[config.mk]
export PLATFORM = sky130hd
export DESIGN_NAME = uart_tx_block
export DESIGN_NICKNAME = d
export VERILOG_FILES = /design/src/rtl/uart_pkg.sv /design/src/rtl/tx_bit_timer.sv /design/src/rtl/uart_tx_block.sv
export SDC_FILE = /design/constraint.sdc
export NUM_CORES = 1
export LEC_CHECK = 0
export ABC_AREA = 1
export CAP_MARGIN = 5
export CELL_PAD_IN_SITES_DETAIL_PLACEMENT = 1
export CELL_PAD_IN_SITES_GLOBAL_PLACEMENT = 1
export CORE_AREA = 2 2 94 96
export CTS_CLUSTER_SIZE = 30
export DETAILED_ROUTE_END_ITERATION = 8
export DIE_AREA = 0 0 96 98
export GPL_TIMING_DRIVEN = 0
export PLACE_DENSITY_LB_ADDON = 0.1
export SLEW_MARGIN = 20
export SYNTH_ARGS = -nofsm -noshare
export SYNTH_HDL_FRONTEND = slang
export SYNTH_SLANG_ARGS = --single-unit
[constraint.sdc]
create_clock -name clk -period 2.2 [get_ports clk]
set_input_delay 0.22 -clock clk [delete_from_list [all_inputs] [get_ports clk]]
set_output_delay 0.22 -clock clk [all_outputs]
set_load 0.1 [all_outputs]
[src/rtl/uart_pkg.sv]
// Shared types and constants for the UART transmitter.
package uart_pkg;

    typedef enum logic [1:0] {IDLE, START, DATA, STOP} tx_state_t;

    localparam logic LINE_IDLE = 1'b1;
    localparam logic START_LVL = 1'b0;
    localparam logic STOP_LVL  = 1'b1;

    // Only 5, 7 and 8 data bits are supported; anything else falls back to 8.
    function automatic logic [3:0] frame_bits(input logic [3:0] size);
        case (size)
            4'd5:    return 4'd5;
            4'd7:    return 4'd7;
            default: return 4'd8;
        endcase
    endfunction

endpackage

[src/rtl/tx_bit_timer.sv]
// Down-counting bit timer: strobes bit_end on the last cycle of each bit period.
module tx_bit_timer #(
    parameter int PERIOD_WIDTH = 14
) (
    input  logic                    clk,
    input  logic                    rst,
    input  logic                    load,
    input  logic                    enable,
    input  logic [PERIOD_WIDTH-1:0] period,
    output logic                    bit_end
);

    logic [PERIOD_WIDTH-1:0] count;
    logic [PERIOD_WIDTH-1:0] period_reg;

    // The period is captured on load so mid-frame input changes cannot stretch bits.
    always_ff @(posedge clk) begin
        if (rst) begin
            count      <= '0;
            period_reg <= PERIOD_WIDTH'(1);
        end else if (load) begin
            period_reg <= period;
            count      <= period - PERIOD_WIDTH'(1);
        end else if (enable) begin
            if (count == '0) begin
                count <= period_reg - PERIOD_WIDTH'(1);
            end else begin
                count <= count - PERIOD_WIDTH'(1);
            end
        end
    end

    assign bit_end = enable && (count == '0);

endmodule

[src/rtl/uart_tx_block.sv]
// UART transmitter: one-entry holding buffer feeding a start/data/stop serialiser.
module uart_tx_block
    import uart_pkg::*;
#(
    parameter int PERIOD_WIDTH = 14
) (
    input  logic                    clk,
    input  logic                    rst,
    input  logic [3:0]              data_size,
    input  logic [PERIOD_WIDTH-1:0] data_period,
    input  logic [7:0]              tx_data,
    input  logic                    tx_valid,
    output logic                    tx_ready,
    output logic                    serial_out,
    output logic                    tx_busy,
    output logic                    tx_done
);

    tx_state_t               state;
    logic                    buf_full;
    logic [7:0]              buf_data;
    logic [7:0]              shifter;
    logic [2:0]              bit_idx;
    logic [2:0]              last_idx;
    logic                    load;
    logic                    bit_end;
    logic [PERIOD_WIDTH-1:0] eff_period;

    assign eff_period = (data_period == '0) ? PERIOD_WIDTH'(1) : data_period;

    // A new frame starts from IDLE, or straight out of a finishing stop bit.
    assign load = buf_full && ((state == IDLE) || ((state == STOP) && bit_end));

    assign tx_ready = !buf_full;

    tx_bit_timer #(
        .PERIOD_WIDTH(PERIOD_WIDTH)
    ) u_timer (
        .clk    (clk),
        .rst    (rst),
        .load   (load),
        .enable (state != IDLE),
        .period (eff_period),
        .bit_end(bit_end)
    );

    always_ff @(posedge clk) begin
        if (rst) begin
            state      <= IDLE;
            serial_out <= LINE_IDLE;
            tx_busy    <= 1'b0;
            tx_done    <= 1'b0;
            buf_full   <= 1'b0;
            buf_data   <= '0;
            shifter    <= '0;
            bit_idx    <= '0;
            last_idx   <= '0;
        end else begin
            tx_done <= (state == STOP) && bit_end;

            if (load) begin
                buf_full <= 1'b0;
            end else if (tx_valid && !buf_full) begin
                buf_full <= 1'b1;
                buf_data <= tx_data;
            end

            if (load) begin
                state      <= START;
                serial_out <= START_LVL;
                tx_busy    <= 1'b1;
                shifter    <= buf_data;
                bit_idx    <= '0;
                last_idx   <= 3'(frame_bits(data_size) - 4'd1);
            end else begin
                case (state)
                    START: begin
                        if (bit_end) begin
                            state      <= DATA;
                            bit_idx    <= '0;
                            serial_out <= shifter[0];
                        end
                    end
                    // serial_out is driven one bit ahead from shifter[1] so it stays registered.
                    DATA: begin
                        if (bit_end) begin
                            if (bit_idx == last_idx) begin
                                state      <= STOP;
                                serial_out <= STOP_LVL;
                            end else begin
                                bit_idx    <= bit_idx + 3'd1;
                                shifter    <= shifter >> 1;
                                serial_out <= shifter[1];
                            end
                        end
                    end
                    STOP: begin
                        if (bit_end) begin
                            state      <= IDLE;
                            serial_out <= LINE_IDLE;
                            tx_busy    <= 1'b0;
                        end
                    end
                    default: begin
                        serial_out <= LINE_IDLE;
                        tx_busy    <= 1'b0;
                    end
                endcase
            end
        end
    end

endmodule
==> run summary, run 1 <==
Max Fclk: 0.425 GHz
Setup TNS Final: -1.09 ns
Power Density: 959 nW/um^2
Relative slew slack: 35.8%
Die area: 9410 sq um
Max Cap Viol: 0
Tcrit/Tclk final: 107%
Buffers added on ports: 31
Yosys top cell area share: 38.2%
HPWL Detailed: 6710 um
Sequential area share after synthesis: 38.2%
Wire length per cell: 15.6 um
M1 WL: 4580 um
Initial Util: 34.7%
Root Buffer: clkbuf_8
Routed via count: 2,968
Layout Cell Area excl Fill: 3850 sq um
Slowest stage delay, CP: 0.36 ns
Maximum fanout along the worst path: 4
Storage cell area: 1130 sq um
R2R depth: 18
Ys async rst share: 0%
Vias in the first global route: 3,084
Initial antenna violation count: 0
DR pass1 iterations: 4
Min-Delay Path Depth: 2
Req. time, crit path: 2.45 ns
Yosys cell types: 31
DRT antenna net count: 0
Layout cell share with drive strength beyond 1: 21.5%
Worst path cell trace: nor2_2 -> nand2_1 -> nor2_2 -> nand2_2 -> o21bai_4 -> nand2_4 -> buf_8 -> o21ai_2 -> nand2_2 -> inv_4 -> ha_4 -> nand3_4 -> nor2_4 -> buf_6 -> nand4_1 -> nand2_1 -> nand2_1 -> a21oi_2
Clock skew: 0.0156 ns
Hold Slack: 0.358 ns
I/O pins: 33
H-Tree Depth: 2
CTS Buf Count: 5
Detailed-routed wire length on met3: 334 um
Post-Layout Cell Count: 597
Placed Cells: 567
Clock sinks: 56
Post-CTS Hold Buffers: 0
Setup ws final: -0.152 ns
Biggest area consumer among synthesized cells: dfxtp_1
Syn_nets: 465
Slew of the pin with the lowest slew margin: 0.960 ns
Post-synth EDFFs: 0
Fill cells: 1,097
Arr. time, crit path: 2.60 ns
Peak VDD IR: 298 uV
CTS tree: built
# DRC: 0
Most common cell on crit path: nand2_1
Skew-Pair Late Insertion Delay: 0.33 ns
Top_reg_cell synth: dfxtp_1
Clock Pin Slew Worst Setup and Hold Paths: 0.12 ns
Largest net degree at the start of global routing: 19
Area of the multi-input gates: 1720 sq um
Top sig layer: met4
Final setup viols: 11
Die X-Extent: 96 um
Die height: 98 um
Drt initial violations: 110
Crit path kind: reg -> reg
Grt total ovfl: 0
Final hold violations: 0
Total global-route track usage: 20.7%
FF+latch count, synth: 56
Antenna cells: 0
Most common cell in the netlist: nand2_1
First-pass GRT wire length: 15,200 um
Minimum clock period: 2.35 ns
Worst min path class: in -> reg
Met2 wire length: 4340 um
Synth warn: 0
Top post-synthesis cells by area: dfxtp_1 (38%), nand2_1 (12%), nor2_1 (7.5%)
Final Core Density: 45.4%
Commonest cells post-synth: nand2_1 (90), nor2_1 (59), dfxtp_1 (56)
Max Buffers Root-to-Sink: 2
Total wire length: 9340 um
Syn avg cell area: 6.86 sq um
Failing checks: negative setup slack
Layout-stage area growth over the synthesis result: 31.1%
Syn Inst Count: 428
Cell Area, Synth: 2930 sq um
Core area: 8470 sq um
Crit path max-delay cell type: dfxtp_2
Outcome: complete, but fails checks
Cell Area, Placed: 3380 sq um
Lkg Pwr: 0.00159 uW
Final Max Tran Viols: 0
Row count: 34
RSZ-0062 raised after global routing: yes
Nets: 525
Worst Setup End Kind: register
Via/cell ratio: 4.97
Final Wtd Congestion: 0.788
Setup crit start kind: register
[cells in the final DEF, fill, tap and decap left out, types with 3 or more instances in the layout]
| master | n |
|---|---|
| nor2_2 | 8 |
| dfxtp_1 | 48 |
| nor2_1 | 49 |
| xnor2_1 | 3 |
| nand2_2 | 15 |
| ha_1 | 7 |
| dfxtp_2 | 8 |
| o22ai_1 | 9 |
| buf_6 | 3 |
| buf_4 | 20 |
| nand3_1 | 28 |
| o21bai_1 | 9 |
| clkbuf_1 | 7 |
| inv_2 | 5 |
| inv_1 | 44 |
| clkbuf_8 | 5 |
| clkdlybuf4s50_1 | 30 |
| a21oi_1 | 16 |
| clkbuf_2 | 3 |
| a31oi_1 | 10 |
| nor2_4 | 12 |
| o21ai_0 | 31 |
| nand2_1 | 77 |
| nor3_1 | 4 |
| nand2_4 | 6 |
[critical path, delay by kind of cell, from the launching register on]
family | cells | cell delay (ns)
flip-flops | 1 | 0.36
adder cells (fa/ha/maj) | 1 | 0.14
AO/OA/AOI/OAI | 3 | 0.34
AND/OR/NAND/NOR | 11 | 1.08
buffers and inverters | 3 | 0.34
[kinds of logic after synthesis]
logic type	Yosys count	synth area share [%]
simple gates	207	31.0
compound gates	86	17.1
buf+inv	66	8.83
flops	56	38.2
fa+ha+maj	8	3.41
xor+xnor	5	1.49
[final cells by class]
class,count,share of cell area [%]
multi-input combinational,306,44.8
clock buffer,5,1.79
tap,108,3.51
clock inverter,3,0.618
sequential,56,29.4
timing repair buffer,53,12.6
buffer,15,2.21
inverter,51,5.11
[repair_timing]
action | 4_1_cts | 5_1_grt
resized for setup | 37 | 40
setup endpoints to repair | 32 | 39
buffers inserted | 15 | 7
gates cloned | 0 | 0
pin swaps | 12 | 18
[stage by stage]
stage	setup WS, ns	total power, uW
6_report	-0.152	3690
5_1_grt	-0.287	3950
4_1_cts	-0.152	3470
3_5_place_dp	-0.426	2600
3_3_place_gp	-0.355	2570
2_1_floorplan	0.0581	2220
[power by group]
part / internal, uW / switching (uW)
Combinational: 718 / 1110
Sequential: 1160 / 91.4
Clock: 227 / 385
[final timing paths]
kind / slack, ns / startpoint / end
setup / recovery: -0.15 / u_timer.count[0] / u_timer.count[10]
hold / removal: 0.36 / rst / u_timer.period_reg[3]
setup reg to reg: -0.15 / u_timer.count[0] / u_timer.count[10]
hold reg to reg: 0.48 / u_timer.period_reg[8] / u_timer.period_reg[8]
[layer usage]
layer | GRT usage (%) | vias up
met5 | 0 | -
met4 | 4.07 | 0
met3 | 2.55 | 7
met2 | 34.1 | 44
met1 | 28.8 | 1410
li1 | - | 1507
(Power assumes the default switching activity.)
==> run 2, diff against run 1 <==
--- a/config.mk
+++ b/config.mk
@@ -9,13 +9,14 @@
 export CAP_MARGIN = 5
 export CELL_PAD_IN_SITES_DETAIL_PLACEMENT = 1
 export CELL_PAD_IN_SITES_GLOBAL_PLACEMENT = 1
-export CORE_AREA = 2 2 94 96
+export CORE_AREA = 2 2 98 100
 export CTS_CLUSTER_SIZE = 30
 export DETAILED_ROUTE_END_ITERATION = 8
-export DIE_AREA = 0 0 96 98
+export DIE_AREA = 0 0 100 102
 export GPL_TIMING_DRIVEN = 0
 export PLACE_DENSITY_LB_ADDON = 0.1
 export SLEW_MARGIN = 20
 export SYNTH_ARGS = -nofsm -noshare
 export SYNTH_HDL_FRONTEND = slang
+export SYNTH_HIERARCHICAL = 1
 export SYNTH_SLANG_ARGS = --single-unit
==> run summary, run 2 <==
I/O pins: 33 (unchanged)
Worst Setup End Kind: register (unchanged)
Arr. time, crit path: 2.70 ns (was 2.60 ns)
Fill cells: 1,149 (was 1,097)
Ys async rst share: 0% (unchanged)
# DRC: 0 (unchanged)
Lkg Pwr: 0.00202 uW (was 0.00159 uW)
PnR Total Power: 6170 uW (was 3690 uW)
Vias in the first global route: 3,423 (was 3,084)
RSZ-0062 raised after global routing: yes (unchanged)
CTS tree: built (unchanged)
Biggest area consumer among synthesized cells: dfxtp_1 (unchanged)
Outcome: complete, but fails checks (unchanged)
Wire length per cell: 15.9 um (was 15.6 um)
Layout cell share with drive strength beyond 1: 31.2% (was 21.5%)
Skew-Pair Late Insertion Delay: 0.32 ns (was 0.33 ns)
Grt total ovfl: 0 (unchanged)
Core area: 9110 sq um (was 8470 sq um)
Layout-stage area growth over the synthesis result: 42.4% (was 31.1%)
Setup WS pre-CTS: -0.851 ns (was -0.426 ns)
Via/cell ratio: 5.02 (was 4.97)
Max Fclk: 0.405 GHz (was 0.425 GHz)
DR pass1 iterations: 4 (unchanged)
CTS Buf Count: 5 (unchanged)
Root Buffer: clkbuf_8 (unchanged)
Yosys top cell area share: 34.9% (was 38.2%)
First-pass GRT wire length: 16,900 um (was 15,200 um)
Die area: 10,200 sq um (was 9410 sq um)
Minimum clock period: 2.47 ns (was 2.35 ns)
Slew of the pin with the lowest slew margin: 0.974 ns (was 0.960 ns)
Row count: 35 (was 34)
Reg power frac: 23.0% (was 33.8%)
Power share of the clock group: 10.1% (was 16.6%)
Die height: 102 um (was 98 um)
Post-Layout Cell Count: 679 (was 597)
Final Core Density: 50.2% (was 45.4%)
Cell Area, Synth: 3210 sq um (was 2930 sq um)
Sequential area share after synthesis: 34.9% (was 38.2%)
Peak VDD IR: 480 uV (was 298 uV)
H-Tree Depth: 2 (unchanged)
Logic gate share of total power: 66.9% (was 49.6%)
Syn Inst Count: 483 (was 428)
Final Wtd Congestion: 0.835 (was 0.788)
Crit path kind: reg -> reg (unchanged)
Worst min path class: reg -> reg (was in -> reg)
Setup ws final: -0.268 ns (was -0.152 ns)
Max Buffers Root-to-Sink: 2 (unchanged)
Post-synth EDFFs: 0 (unchanged)
Synth warn: 6 (was 0)
Clock sinks: 56 (unchanged)
Nets: 602 (was 525)
Int Pwr: 3140 uW (was 2100 uW)
Switch share: 49.1% (was 43.0%)
Yosys cell types: 35 (was 31)
Final hold violations: 0 (unchanged)
Most common cell in the netlist: nand2_1 (unchanged)
Most frequent cells in the layout: nand2_1 (87), inv_1 (59), buf_4 (43), dfxtp_1 (43), a21oi_1 (33) (was nand2_1 (77), nor2_1 (49), dfxtp_1 (48))
Initial antenna violation count: 0 (unchanged)
Total global-route track usage: 21.1% (was 20.7%)
Top_reg_cell synth: dfxtp_1 (unchanged)
Relative slew slack: 34.9% (was 35.8%)
Psw: 3030 uW (was 1590 uW)
Routed via count: 3,410 (was 2,968)
Hold Slack: 0.466 ns (was 0.358 ns)
Post-CTS Hold Buffers: 0 (unchanged)
Req. time, crit path: 2.43 ns (was 2.45 ns)
Final setup viols: 13 (was 11)
HPWL Detailed: 7210 um (was 6710 um)
Drt initial violations: 87 (was 110)
Final Max Tran Viols: 0 (unchanged)
Setup crit start kind: register (unchanged)
Largest net degree at the start of global routing: 19 (unchanged)
Syn_nets: 518 (was 465)
Maximum fanout along the worst path: 7 (was 4)
Commonest cells post-synth: nand2_1 (106), inv_1 (67), dfxtp_1 (56) (was nand2_1 (90), nor2_1 (59), dfxtp_1 (56))
DRT antenna net count: 0 (unchanged)
Tcrit/Tclk final: 112% (was 107%)
FF+latch count, synth: 56 (unchanged)
Clock skew: 0.00553 ns (was 0.0156 ns)
Initial Util: 35.2% (was 34.7%)
Antenna cells: 0 (unchanged)
Top post-synthesis cells by area: dfxtp_1 (35%), nand2_1 (12%), inv_1 (7.8%) (was dfxtp_1 (38%), nand2_1 (12%), nor2_1 (7.5%))
Die X-Extent: 100 um (was 96 um)
Most common cell after layout, fill and taps aside: nand2_1 (unchanged)
Total wire length: 10,800 um (was 9340 um)
Placed Cells: 626 (was 567)
Power Density: 1350 nW/um^2 (was 959 nW/um^2)
Clock Pin Slew Worst Setup and Hold Paths: 0.11 ns (was 0.12 ns)
Syn avg cell area: 6.64 sq um (was 6.86 sq um)
Failing checks: negative setup slack (unchanged)
Buffers added on ports: 32 (was 31)
Max Cap Viol: 0 (unchanged)
[run 2: cell count changes after synthesis, moves of 7 or more]
cell	delta
clkbuf_1	+7
a21oi_1	+17
o21ai_1	+7
nor2_1	-12
o21bai_1	-9
inv_1	+20
nand2_1	+16
o22ai_1	-7
a31oi_1	-8
[run 2: area by class of cell]
cell class	count	area (sq um)	area share [%]
Tap cell	111	139	3.04
Clock inverter	3	22.5	0.493
Timing Repair Buffer	79	726	15.9
Sequential cell	56	1150	25.1
Multi-Input combinational cell	327	1980	43.4
Inverter	70	288	6.30
Clock buffer	5	68.8	1.51
Buffer	28	195	4.27
[run 2: worst max-delay path, stage by stage (launching register included)]
cell	delay, ns
dfxtp_2	0.36
nor2_2	0.13
nand2_2	0.10
nor2_4	0.15
nand2_4	0.08
nor2_4	0.15
nand2_4	0.08
nand2_4	0.08
nand2_4	0.06
clkinv_4	0.07
buf_4	0.12
clkbuf_16	0.14
nand2_2	0.07
nand2_2	0.10
inv_2	0.05
ha_4	0.17
nand3_4	0.10
buf_4	0.12
nand2_1	0.06
a31oi_1	0.19
[run 2: final timing paths]
path,start,end,slack (ns),depth (start not counted)
max,u_timer/count[6],u_timer/count[6],-0.27,19
min,buf_data[4],buf_data[4],0.47,2
max reg2reg,u_timer/count[6],u_timer/count[6],-0.27,19
min reg2reg,buf_data[4],buf_data[4],0.47,2
[run 2: repair_timing]
action                                  4_1_cts  5_1_grt
cloned                                        1        1
pin swaps                                    29       32
endpoints found under the setup margin       28       40
resized for setup                            46       76
buffers inserted                             36       12
[run 2: through the flow]
step | TNS [ns] | area, sq um
2_1_floorplan | -2.96 | 3280
3_3_place_gp | -13.10 | 3740
3_5_place_dp | -13.93 | 3740
4_1_cts | -3.14 | 4260
5_1_grt | -4.16 | 4570
6_report | -2.49 | 4570
[run 2: cells by family after synthesis]
kind of cell | count (synthesis) | share of synthesized area [%]
and+or+nand+nor | 236 | 35.1
buffers and inverters | 100 | 13.1
AOI/OAI and AO/OA | 80 | 13.1
DFF | 56 | 34.9
adders and majority gates | 6 | 2.34
xor gates and xnor gates | 5 | 1.37
[run 2: layer usage]
metal | up-vias | routed length (um) | GRT usage, %
met5 | - | 0 | 0
met4 | 0 | 196 | 5.37
met3 | 15 | 291 | 3.01
met2 | 56 | 5980 | 41.9
met1 | 1648 | 4340 | 23.6
li1 | 1691 | - | -
[run 2: power by group through the flow]
stage                     Clock, uW  Sequential, uW  Combinational, uW
after floorplan                   0            1410               2200
after global placement            0            1380               2860
after detailed placement          0            1390               2920
after CTS                       642            1390               3490
after global routing            672            1440               4470
final                           621            1420               4130
==> run 3, diff against run 2 <==
--- a/config.mk
+++ b/config.mk
@@ -15,6 +15,7 @@
 export DIE_AREA = 0 0 100 102
 export GPL_TIMING_DRIVEN = 0
 export PLACE_DENSITY_LB_ADDON = 0.1
+export RECOVER_POWER = 100
 export SLEW_MARGIN = 20
 export SYNTH_ARGS = -nofsm -noshare
 export SYNTH_HDL_FRONTEND = slang
==> run summary, run 3 (synthesis results as in run 2) <==
Outcome: complete, but fails checks (unchanged)
Failing checks: negative setup slack (unchanged)
Slowest stage delay, CP: 0.36 ns (about the same)
CP startpoint: u_timer/count[6] (unchanged)
# DRC: 0 (unchanged)
Placed Cells: 626 (unchanged)
Most frequent cells in the layout: nand2_1 (87), inv_1 (59), buf_4 (43), dfxtp_1 (43), a21oi_1 (33) (unchanged)
First-pass GRT wire length: 16,900 um (unchanged)
Clock skew: 0.00553 ns (unchanged)
RSZ-0062 raised after global routing: yes (unchanged)
Clock sinks: 56 (unchanged)
Root Buffer: clkbuf_8 (unchanged)
CTS Buf Count: 5 (unchanged)
Logic gate share of total power: 66.9% (about the same)
Final Wtd Congestion: 0.835 (unchanged)
Setup crit start kind: register (unchanged)
Lkg Pwr: 0.00202 uW (about the same)
Power Density: 1350 nW/um^2 (about the same)
Slew of the pin with the lowest slew margin: 0.974 ns (unchanged)
Most common cell after layout, fill and taps aside: nand2_1 (unchanged)
Worst Setup End Kind: register (unchanged)
PnR Total Power: 6170 uW (about the same)
Psw: 3030 uW (about the same)
Tcrit/Tclk final: 112% (unchanged)
Worst min path class: reg -> reg (unchanged)
DR pass1 iterations: 4 (unchanged)
Initial Util: 35.2% (unchanged)
Setup ws final: -0.268 ns (unchanged)
Max Buffers Root-to-Sink: 2 (unchanged)
Launch point of the worst reg-to-reg path: u_timer/count[6] (unchanged)
Buf/Inv on CP: 5 (unchanged)
Final Core Density: 50.1% (was 50.2%)
Fill cells: 1,150 (was 1,149)
Peak VDD IR: 480 uV (unchanged)
Die area: 10,200 sq um (unchanged)
Clock Pin Slew Worst Setup and Hold Paths: 0.11 ns (about the same)
Layout Cell Area excl Fill: 4570 sq um (about the same)
Via/cell ratio: 5.02 (unchanged)
Wire length per cell: 15.9 um (about the same)
Final Max Tran Viols: 0 (unchanged)
Die X-Extent: 100 um (unchanged)
I/O pins: 33 (unchanged)
DRT antenna net count: 0 (unchanged)
Most common cell on crit path: nand2_4 (unchanged)
Largest delay share family, worst path: simple AND/OR/NAND/NOR gates (unchanged)
Maximum fanout along the worst path: 7 (unchanged)
Routed via count: 3,410 (unchanged)
Relative slew slack: 34.9% (unchanged)
Layout-stage area growth over the synthesis result: 42.4% (about the same)
Post-Layout Cell Count: 679 (unchanged)
HPWL Detailed: 7210 um (unchanged)
Crit path max-delay cell type: dfxtp_2 (unchanged)
Layout cell share with drive strength beyond 1: 31.0% (was 31.2%)
Minimum clock period: 2.47 ns (unchanged)
Final hold violations: 0 (unchanged)
Buffers added on ports: 32 (unchanged)
Total global-route track usage: 21.1% (unchanged)
Grt total ovfl: 0 (unchanged)
CTS tree: built (unchanged)
Max Fclk: 0.405 GHz (unchanged)
Initial antenna violation count: 0 (unchanged)
Cell Area, Placed: 3740 sq um (unchanged)
Antenna cells: 0 (unchanged)
Max Cap Viol: 0 (unchanged)
H-Tree Depth: 2 (unchanged)
Skew-Pair Late Insertion Delay: 0.32 ns (about the same)
Nets: 602 (unchanged)
Largest net degree at the start of global routing: 19 (unchanged)
Total wire length: 10,800 um (about the same)
Die height: 102 um (unchanged)
Crit path kind: reg -> reg (unchanged)
Vias in the first global route: 3,423 (unchanged)
Power share of the clock group: 10.1% (about the same)
Drt initial violations: 87 (unchanged)
Switch share: 49.1% (about the same)
Req. time, crit path: 2.43 ns (about the same)
Int Pwr: 3140 uW (about the same)
Row count: 35 (unchanged)
Startpoint of the worst hold path: buf_data[4] (unchanged)
Final setup viols: 13 (unchanged)
Arr. time, crit path: 2.70 ns (about the same)
Reg power frac: 23.0% (about the same)
Core area: 9110 sq um (unchanged)
Worst path cell trace: nor2_2 -> nand2_2 -> nor2_4 -> nand2_4 -> nor2_4 -> nand2_4 -> nand2_4 -> nand2_4 -> clkinv_4 -> buf_4 -> clkbuf_16 -> nand2_2 -> nand2_2 -> inv_2 -> ha_4 -> nand3_4 -> buf_4 -> nand2_1 -> a31oi_1 (unchanged)
-- run 3: area by class of cell --
| class | instances | area, sq um | area share [%] |
|---|---|---|---|
| clock inverter | 3 | 22.5 | 0.493 |
| buffer | 28 | 194 | 4.25 |
| tap | 111 | 139 | 3.04 |
| multi-input combinational | 327 | 1980 | 43.4 |
| sequential | 56 | 1150 | 25.1 |
| clock buffer | 5 | 68.8 | 1.51 |
| timing repair buffer | 79 | 726 | 15.9 |
| inverter | 70 | 288 | 6.30 |
-- run 3: worst paths after layout --
path | to | slack (ns) | cells past startpoint
worst max register to register | u_timer/count[6] | -0.27 | 19
worst min register to register | buf_data[4] | 0.47 | 2
worst min-delay path | buf_data[4] | 0.47 | 2
worst max-delay path | u_timer/count[6] | -0.27 | 19
-- run 3: what timing repair did --
action	CTS	global route
cloned	1	1
hold buffers	0	0
setup buffers	36	12
endpoints found under the setup margin	28	40
pin swaps	29	32
resized for setup	46	76
-- run 3: through the flow --
step | setup slack [ns] | setup TNS, ns | hold WS [ns]
2_1_floorplan | -0.341 | -2.96 | 0.292
3_3_place_gp | -0.831 | -13.10 | 0.444
3_5_place_dp | -0.851 | -13.93 | 0.453
4_1_cts | -0.323 | -3.14 | 0.463
5_1_grt | -0.392 | -4.16 | 0.497
6_report | -0.268 | -2.49 | 0.466
-- run 3: power by group through the flow --
stage / Clock (uW) / Combinational [uW] / Sequential (uW)
floorplan: 0 / 2200 / 1410
global placement: 0 / 2860 / 1380
detailed placement: 0 / 2920 / 1390
CTS: 642 / 3490 / 1390
global route: 672 / 4470 / 1440
finish: 621 / 4130 / 1420
-- run 3: worst register-to-register path, delay by kind of cell (launching register included) --
kind                       cells  cell delay [ns]
buffers and inverters          5             0.50
adders and majority gates      1             0.17
AOI/OAI and AO/OA              1             0.19
and+or+nand+nor               12             1.16
DFF                            1             0.36
-- run 3: routing by layer --
layer  global-route usage [%]  share of wire [%]  vias to the layer above  wire length, um
li1                         -                  -                     1691                -
met1                     23.6                 40                     1648             4340
met2                     41.9                 55                       56             5980
met3                     3.01                2.7                       15              291
met4                     5.37                1.8                        0              196
met5                        0                  0                        -                0
